==> src/rtl/mem_access_unit.sv <==
// Data-memory responder behind AR: accepts a read or write request in IDLE,
// runs it through a fixed-length ACCESS phase and reports completion with Done.
module mem_access_unit #(
  parameter int DATA_W      = 16,
  parameter int ADDR_W      = 16,
  parameter int DEPTH       = 256,
  parameter int WAIT_STATES = 2
) (
  input  logic              Clock,
  input  logic              Reset_n,
  input  logic [ADDR_W-1:0] AR_in,
  input  logic              Mem_rd,
  input  logic              Mem_wr,
  input  logic [DATA_W-1:0] Wr_data,
  output logic [DATA_W-1:0] Rd_data,
  output logic              Busy,
  output logic              Done,
  output logic              Addr_err
);

  localparam int IDX_W = (DEPTH > 1) ? $clog2(DEPTH) : 1;
  localparam int CNT_W = (WAIT_STATES > 0) ? $clog2(WAIT_STATES + 1) : 1;
  localparam logic [CNT_W-1:0]  CNT_LOAD  = CNT_W'(WAIT_STATES);
  localparam logic [ADDR_W:0]   DEPTH_LIM = (ADDR_W + 1)'(DEPTH);

  typedef enum logic [1:0] {
    ST_IDLE     = 2'd0,
    ST_ACCESS   = 2'd1,
    ST_COMPLETE = 2'd2
  } state_e;

  state_e              state_q, state_d;
  logic [CNT_W-1:0]    cnt_q, cnt_d;
  logic [ADDR_W-1:0]   addr_q, addr_d;
  logic [DATA_W-1:0]   wdata_q, wdata_d;
  logic                wr_op_q, wr_op_d;
  logic                err_q, err_d;
  logic [DATA_W-1:0]   rd_data_q, rd_data_d;
  logic                busy_q, busy_d;
  logic                done_q, done_d;
  logic                addr_err_q, addr_err_d;
  logic                mem_we_s;
  logic [IDX_W-1:0]    idx_s;
  logic [DATA_W-1:0]   mem_q [DEPTH];

  // Full-width compare so addresses beyond DEPTH never alias onto real words.
  function automatic logic addr_ok(input logic [ADDR_W-1:0] a);
    return ({1'b0, a} < DEPTH_LIM);
  endfunction

  assign idx_s = addr_q[IDX_W-1:0];

  // Next-state, request capture and commit decisions.
  always_comb begin
    state_d    = state_q;
    cnt_d      = cnt_q;
    addr_d     = addr_q;
    wdata_d    = wdata_q;
    wr_op_d    = wr_op_q;
    err_d      = err_q;
    rd_data_d  = rd_data_q;
    busy_d     = busy_q;
    done_d     = 1'b0;
    addr_err_d = 1'b0;
    mem_we_s   = 1'b0;
    case (state_q)
      ST_IDLE: begin
        if (Mem_rd | Mem_wr) begin
          addr_d  = AR_in;
          wdata_d = Wr_data;
          wr_op_d = Mem_wr & ~Mem_rd;
          err_d   = (Mem_rd & Mem_wr) | ~addr_ok(AR_in);
          cnt_d   = CNT_LOAD;
          state_d = ST_ACCESS;
          busy_d  = 1'b1;
        end else begin
          busy_d  = 1'b0;
        end
      end
      ST_ACCESS: begin
        if (cnt_q != '0) begin
          cnt_d = cnt_q - CNT_W'(1);
        end else begin
          state_d    = ST_COMPLETE;
          done_d     = 1'b1;
          addr_err_d = err_q;
          // A flagged request still takes the full latency but never touches the array.
          if (err_q) begin
            mem_we_s = 1'b0;
          end else if (wr_op_q) begin
            mem_we_s = 1'b1;
          end else begin
            rd_data_d = mem_q[idx_s];
          end
        end
      end
      ST_COMPLETE: begin
        state_d = ST_IDLE;
        busy_d  = 1'b0;
      end
      default: begin
        state_d = ST_IDLE;
        busy_d  = 1'b0;
      end
    endcase
  end

  // Control state and registered outputs.
  always_ff @(posedge Clock or negedge Reset_n) begin
    if (!Reset_n) begin
      state_q    <= ST_IDLE;
      cnt_q      <= '0;
      addr_q     <= '0;
      wdata_q    <= '0;
      wr_op_q    <= 1'b0;
      err_q      <= 1'b0;
      rd_data_q  <= '0;
      busy_q     <= 1'b0;
      done_q     <= 1'b0;
      addr_err_q <= 1'b0;
    end else begin
      state_q    <= state_d;
      cnt_q      <= cnt_d;
      addr_q     <= addr_d;
      wdata_q    <= wdata_d;
      wr_op_q    <= wr_op_d;
      err_q      <= err_d;
      rd_data_q  <= rd_data_d;
      busy_q     <= busy_d;
      done_q     <= done_d;
      addr_err_q <= addr_err_d;
    end
  end

  // Word array: deliberately unreset; a reset during ACCESS leaves state IDLE so no write fires.
  always_ff @(posedge Clock) begin
    if (mem_we_s) begin
      mem_q[idx_s] <= wdata_q;
    end
  end

  assign Rd_data  = rd_data_q;
  assign Busy     = busy_q;
  assign Done     = done_q;
  assign Addr_err = addr_err_q;

endmodule
==> config.mk <==
export PLATFORM = sky130hd
export DESIGN_NAME = mem_access_unit
export DESIGN_NICKNAME = d
export VERILOG_FILES = /design/src/rtl/mem_access_unit.sv
export SDC_FILE = /design/constraint.sdc
export NUM_CORES = 2
export LEC_CHECK = 0
export CAP_MARGIN = 0
export CORE_ASPECT_RATIO = 1.5
export CORE_UTILIZATION = 63
export CTS_BUF_LIST = sky130_fd_sc_hd__clkbuf_8
export CTS_CLUSTER_DIAMETER = 40
export CTS_CLUSTER_SIZE = 8
export DETAILED_ROUTE_END_ITERATION = 8
export PLACE_DENSITY = 0.79
export SLEW_MARGIN = 0
export SYNTH_ARGS = -nofsm -noshare
export SYNTH_HDL_FRONTEND = slang
export SYNTH_SLANG_ARGS = --single-unit
export TNS_END_PERCENT = 10
==> constraint.sdc <==
create_clock -name Clock -period 7.4 [get_ports Clock]
set_clock_uncertainty 0.2 [all_clocks]
set_input_delay 2.22 -clock Clock [delete_from_list [all_inputs] [get_ports Clock]]
set_output_delay 2.22 -clock Clock [all_outputs]
set_load 0.01 [all_outputs]
==> impl_metrics.csv <==
group,metric,value,unit
detailed_routing,drtPass1Iterations,8,
clock_tree,worstSkewPairLatency,1090,ps
worst_hold_path,hold_depth,1,
worst_hold_path,holdCritStartpoint,"Busy",
timing,setup-violations-final,0,
clock_tree,ctsHtreeMaxLevel,6,
worst_setup_path,endpoint_kind,"flop",
worst_setup_path,worst_r2r_path_depth,8,
synth,synthSimpleGateAreaFrac,1.88,%
synth,avgSynthCellArea,22.3,sq um
placed_design,routabilityCongestion,0.930,
synth,syn_nets,7175,
floorplan,initial_utilization,63.4,%
power,powerDensity,385,nW/um^2
clock_tree,ctsHoldBuffers,0,
finish,fin_area,174000,sq um
synth,synth_warnings,0,
synth,syn_area,159000,sq um
clock_tree,cts_buffer_depth,4,
synth,synthFlopType,"edfxtp_1",
finish,areaGrowthSynthToFinish,9.59,%
floorplan,dieWidth,412,um
synth,synth_area_leaders,"edfxtp_1 77%, mux4_2 14%, mux2i_1 1.9%",
detailed_routing,wl,439000,um
synth,synth_top_family_by_area,"multiplexers",
detailed_routing,drc,0,
global_route,grt-ovfl-total,0,
synth,synth_top_area_cell,"edfxtp_1",
timing,finalCritPeriodShare,77.7,%
timing,report.final.slew_viol_count,3,
detailed_routing,ant_nets,0,
placed_design,numPortBuffers,54,
synth,synthCells,7138,
timing,timing.fmax,174,MHz
clock_tree,clockRootBuffer,"clkbuf_8",
detailed_routing,vias,82000,
worst_setup_path,path_max_fanout,56,
timing,rsz0062_at_grt,"no",
synth,synth_enable_flop_cells,4096,
worst_setup_path,rrSetupSlack,1650,ps
timing,period_minus_slack,5750,ps
worst_hold_path,hold_end,"Busy",
outcome,violations,"capacitance limit, slew limit",
synth,synth-compound-area-share,2.55,%
synth,synth-xor-area-share,0,%
finish,fin_util,69.5,%
timing,worst_slew_pin_slew,1570,ps
power,total_power,0.0671,W
finish,layout-drive-gt1-share,26.9,%
worst_hold_path,min_path_type,"reg -> reg",
floorplan,rows,225,
timing,tns,0,ps
floorplan,ios,55,
synth,synth.mux.area_fraction,16.0,%
clock_tree,numCtsBuffers,596,
timing,relSlewSlack,-5.45,%
worst_setup_path,cp.required,8090,ps
synth,synth.distinct_cells,69,
power,vdd.ir_drop.worst,542,uV
global_route,antenna_found_initial,30,
floorplan,die_h,617,um
synth,ys_seq_area_share,78.2,%
floorplan,core_region_area,251000,sq um
worst_setup_path,crit_path_start_kind,"flop",
worst_setup_path,critPathArrivalTime,6440,ps
placed_design,hpwl,260000,um
detailed_routing,via_per_inst,7.30,
global_route,grt_pass1_vias,82800,
outcome,outcome,"complete, but fails checks",
global_route,track_usage,34.8,%
placed_design,post_dp_cell_area,165000,sq um
timing,finalHoldViolCount,0,
global_route,grt_max_degree,221,
clock_tree,cts_tree,"done",
synth,synth_fa_ha_area_share,0.00787,%
synth,async_flop_share,1.18,%
worst_setup_path,crit_start,"addr_q[0]",
floorplan,die_area,254000,sq um
clock_tree,cts_resized,0,
worst_setup_path,path_class,"reg -> reg",
finish,fill_cells,14000,
detailed_routing,wl_per_cell,39.1,um
clock_tree,cts.clk_slew.worst_paths,70,ps
finish,fin_nets,7825,
flow_run,cap_violations,2,
worst_setup_path,r2r_start,"addr_q[0]",
detailed_routing,drt-initial-drc-count,13700,
power,leakagePower,54.7,nW
global_route,grt_pass1_wl,612000,um
synth,netlist.area_leader.share,77.4,%
finish,final_common_cell,"edfxtp_1",
clock_tree,numClockSinks,4145,
synth,synth_seq_cells,4145,
worst_setup_path,r2r-end,"Rd_data[11]",
clock_tree,cts_setup_buffers,0,
finish,layout_common_cells,"4096 x edfxtp_1, 968 x mux4_2, 612 x clkbuf_8",
==> synthesized netlist by cell type, types with 28 or more instances <==
cell type	count
a32oi_1	41
nand3_1	60
dfrtp_1	49
nor3_1	28
mux2i_1	294
buf_6	36
buf_4	70
o21ai_0	55
edfxtp_1	4096
mux4_2	968
a21oi_1	74
clkbuf_1	157
o22ai_1	100
mux2_2	55
nand2_1	178
a22oi_1	102
nor2_1	303
buf_2	121
==> power breakdown <==
part / leakage, nW / internal, W / switching, W
combinational: 12.2 / 0.00695 / 0.0135
sequential: 37.4 / 0.0296 / 0.00149
clock: 5.01 / 0.00752 / 0.00810
total: 54.7 / 0.0440 / 0.0230
==> state kept, by name (all words and copies together), names as in the netlist <==
name	cells
addr_q	8
Done	1
state_q	2
Busy	1
err_q	1
Rd_data	16
Addr_err	1
wr_op_q	1
mem_q	4096
cnt_q	2
wdata_q	16
==> worst max-delay path: stages (launching register included) <==
cell and delay [ps]:
dfrtp_4 1160, buf_12 430, buf_4 560, mux4_2 590, mux4_2 580, a22oi_1 500, nand3_1 130, a211oi_1 1030
a21oi_1 150
==> layer usage <==
layer | vias to the layer above | global-route usage (%) | part of all wire [%]
li1 | 31300 | - | -
met1 | 41700 | 42.1 | 30
met2 | 7340 | 53.5 | 47
met3 | 1694 | 9.15 | 13
met4 | 14 | 27.4 | 9.7
met5 | - | 0 | 0.025
==> cells by family after synthesis <==
| kind of cell | Yosys count |
|---|---|
| adder cells (fa/ha/maj) | 1 |
| flip-flops | 4145 |
| AND/OR/NAND/NOR | 680 |
| multiplexers | 1317 |
| buffers and inverters | 423 |
| AO/OA/AOI/OAI | 572 |
==> cell type report <==
cell class / count / area [sq um] / share of cell area [%]
Clock buffer: 612 / 8420 / 4.84
Sequential cell: 4145 / 124000 / 71.4
Inverter: 11 / 51.3 / 0.0295
Timing Repair Buffer: 464 / 4030 / 2.31
Clock inverter: 133 / 736 / 0.422
Antenna cell: 9 / 22.5 / 0.0129
Multi-Input combinational cell: 2570 / 32500 / 18.6
Tap cell: 3291 / 4120 / 2.36
==> metrics by stage <==
| step | setup WS, ps | hold WS, ps | cells |
|---|---|---|---|
| after CTS | 1980 | 298 | 11200 |
| after global routing | 1840 | 331 | 11200 |
| final | 1650 | 308 | 11200 |
| after floorplan | 3220 | 310 | 7138 |
| after detailed placement | 1970 | 283 | 10500 |
| after global placement | 1940 | 263 | 10500 |
==> worst max path at each step <==
stage	cells after the start	to
floorplan	0	mem_q[0][0]
global placement	7	Rd_data[0]
finish	8	Rd_data[11]
CTS	8	Rd_data[11]
global route	8	Rd_data[11]
detailed placement	8	Rd_data[11]
No activity file was read; power rests on OpenSTA's default activity.
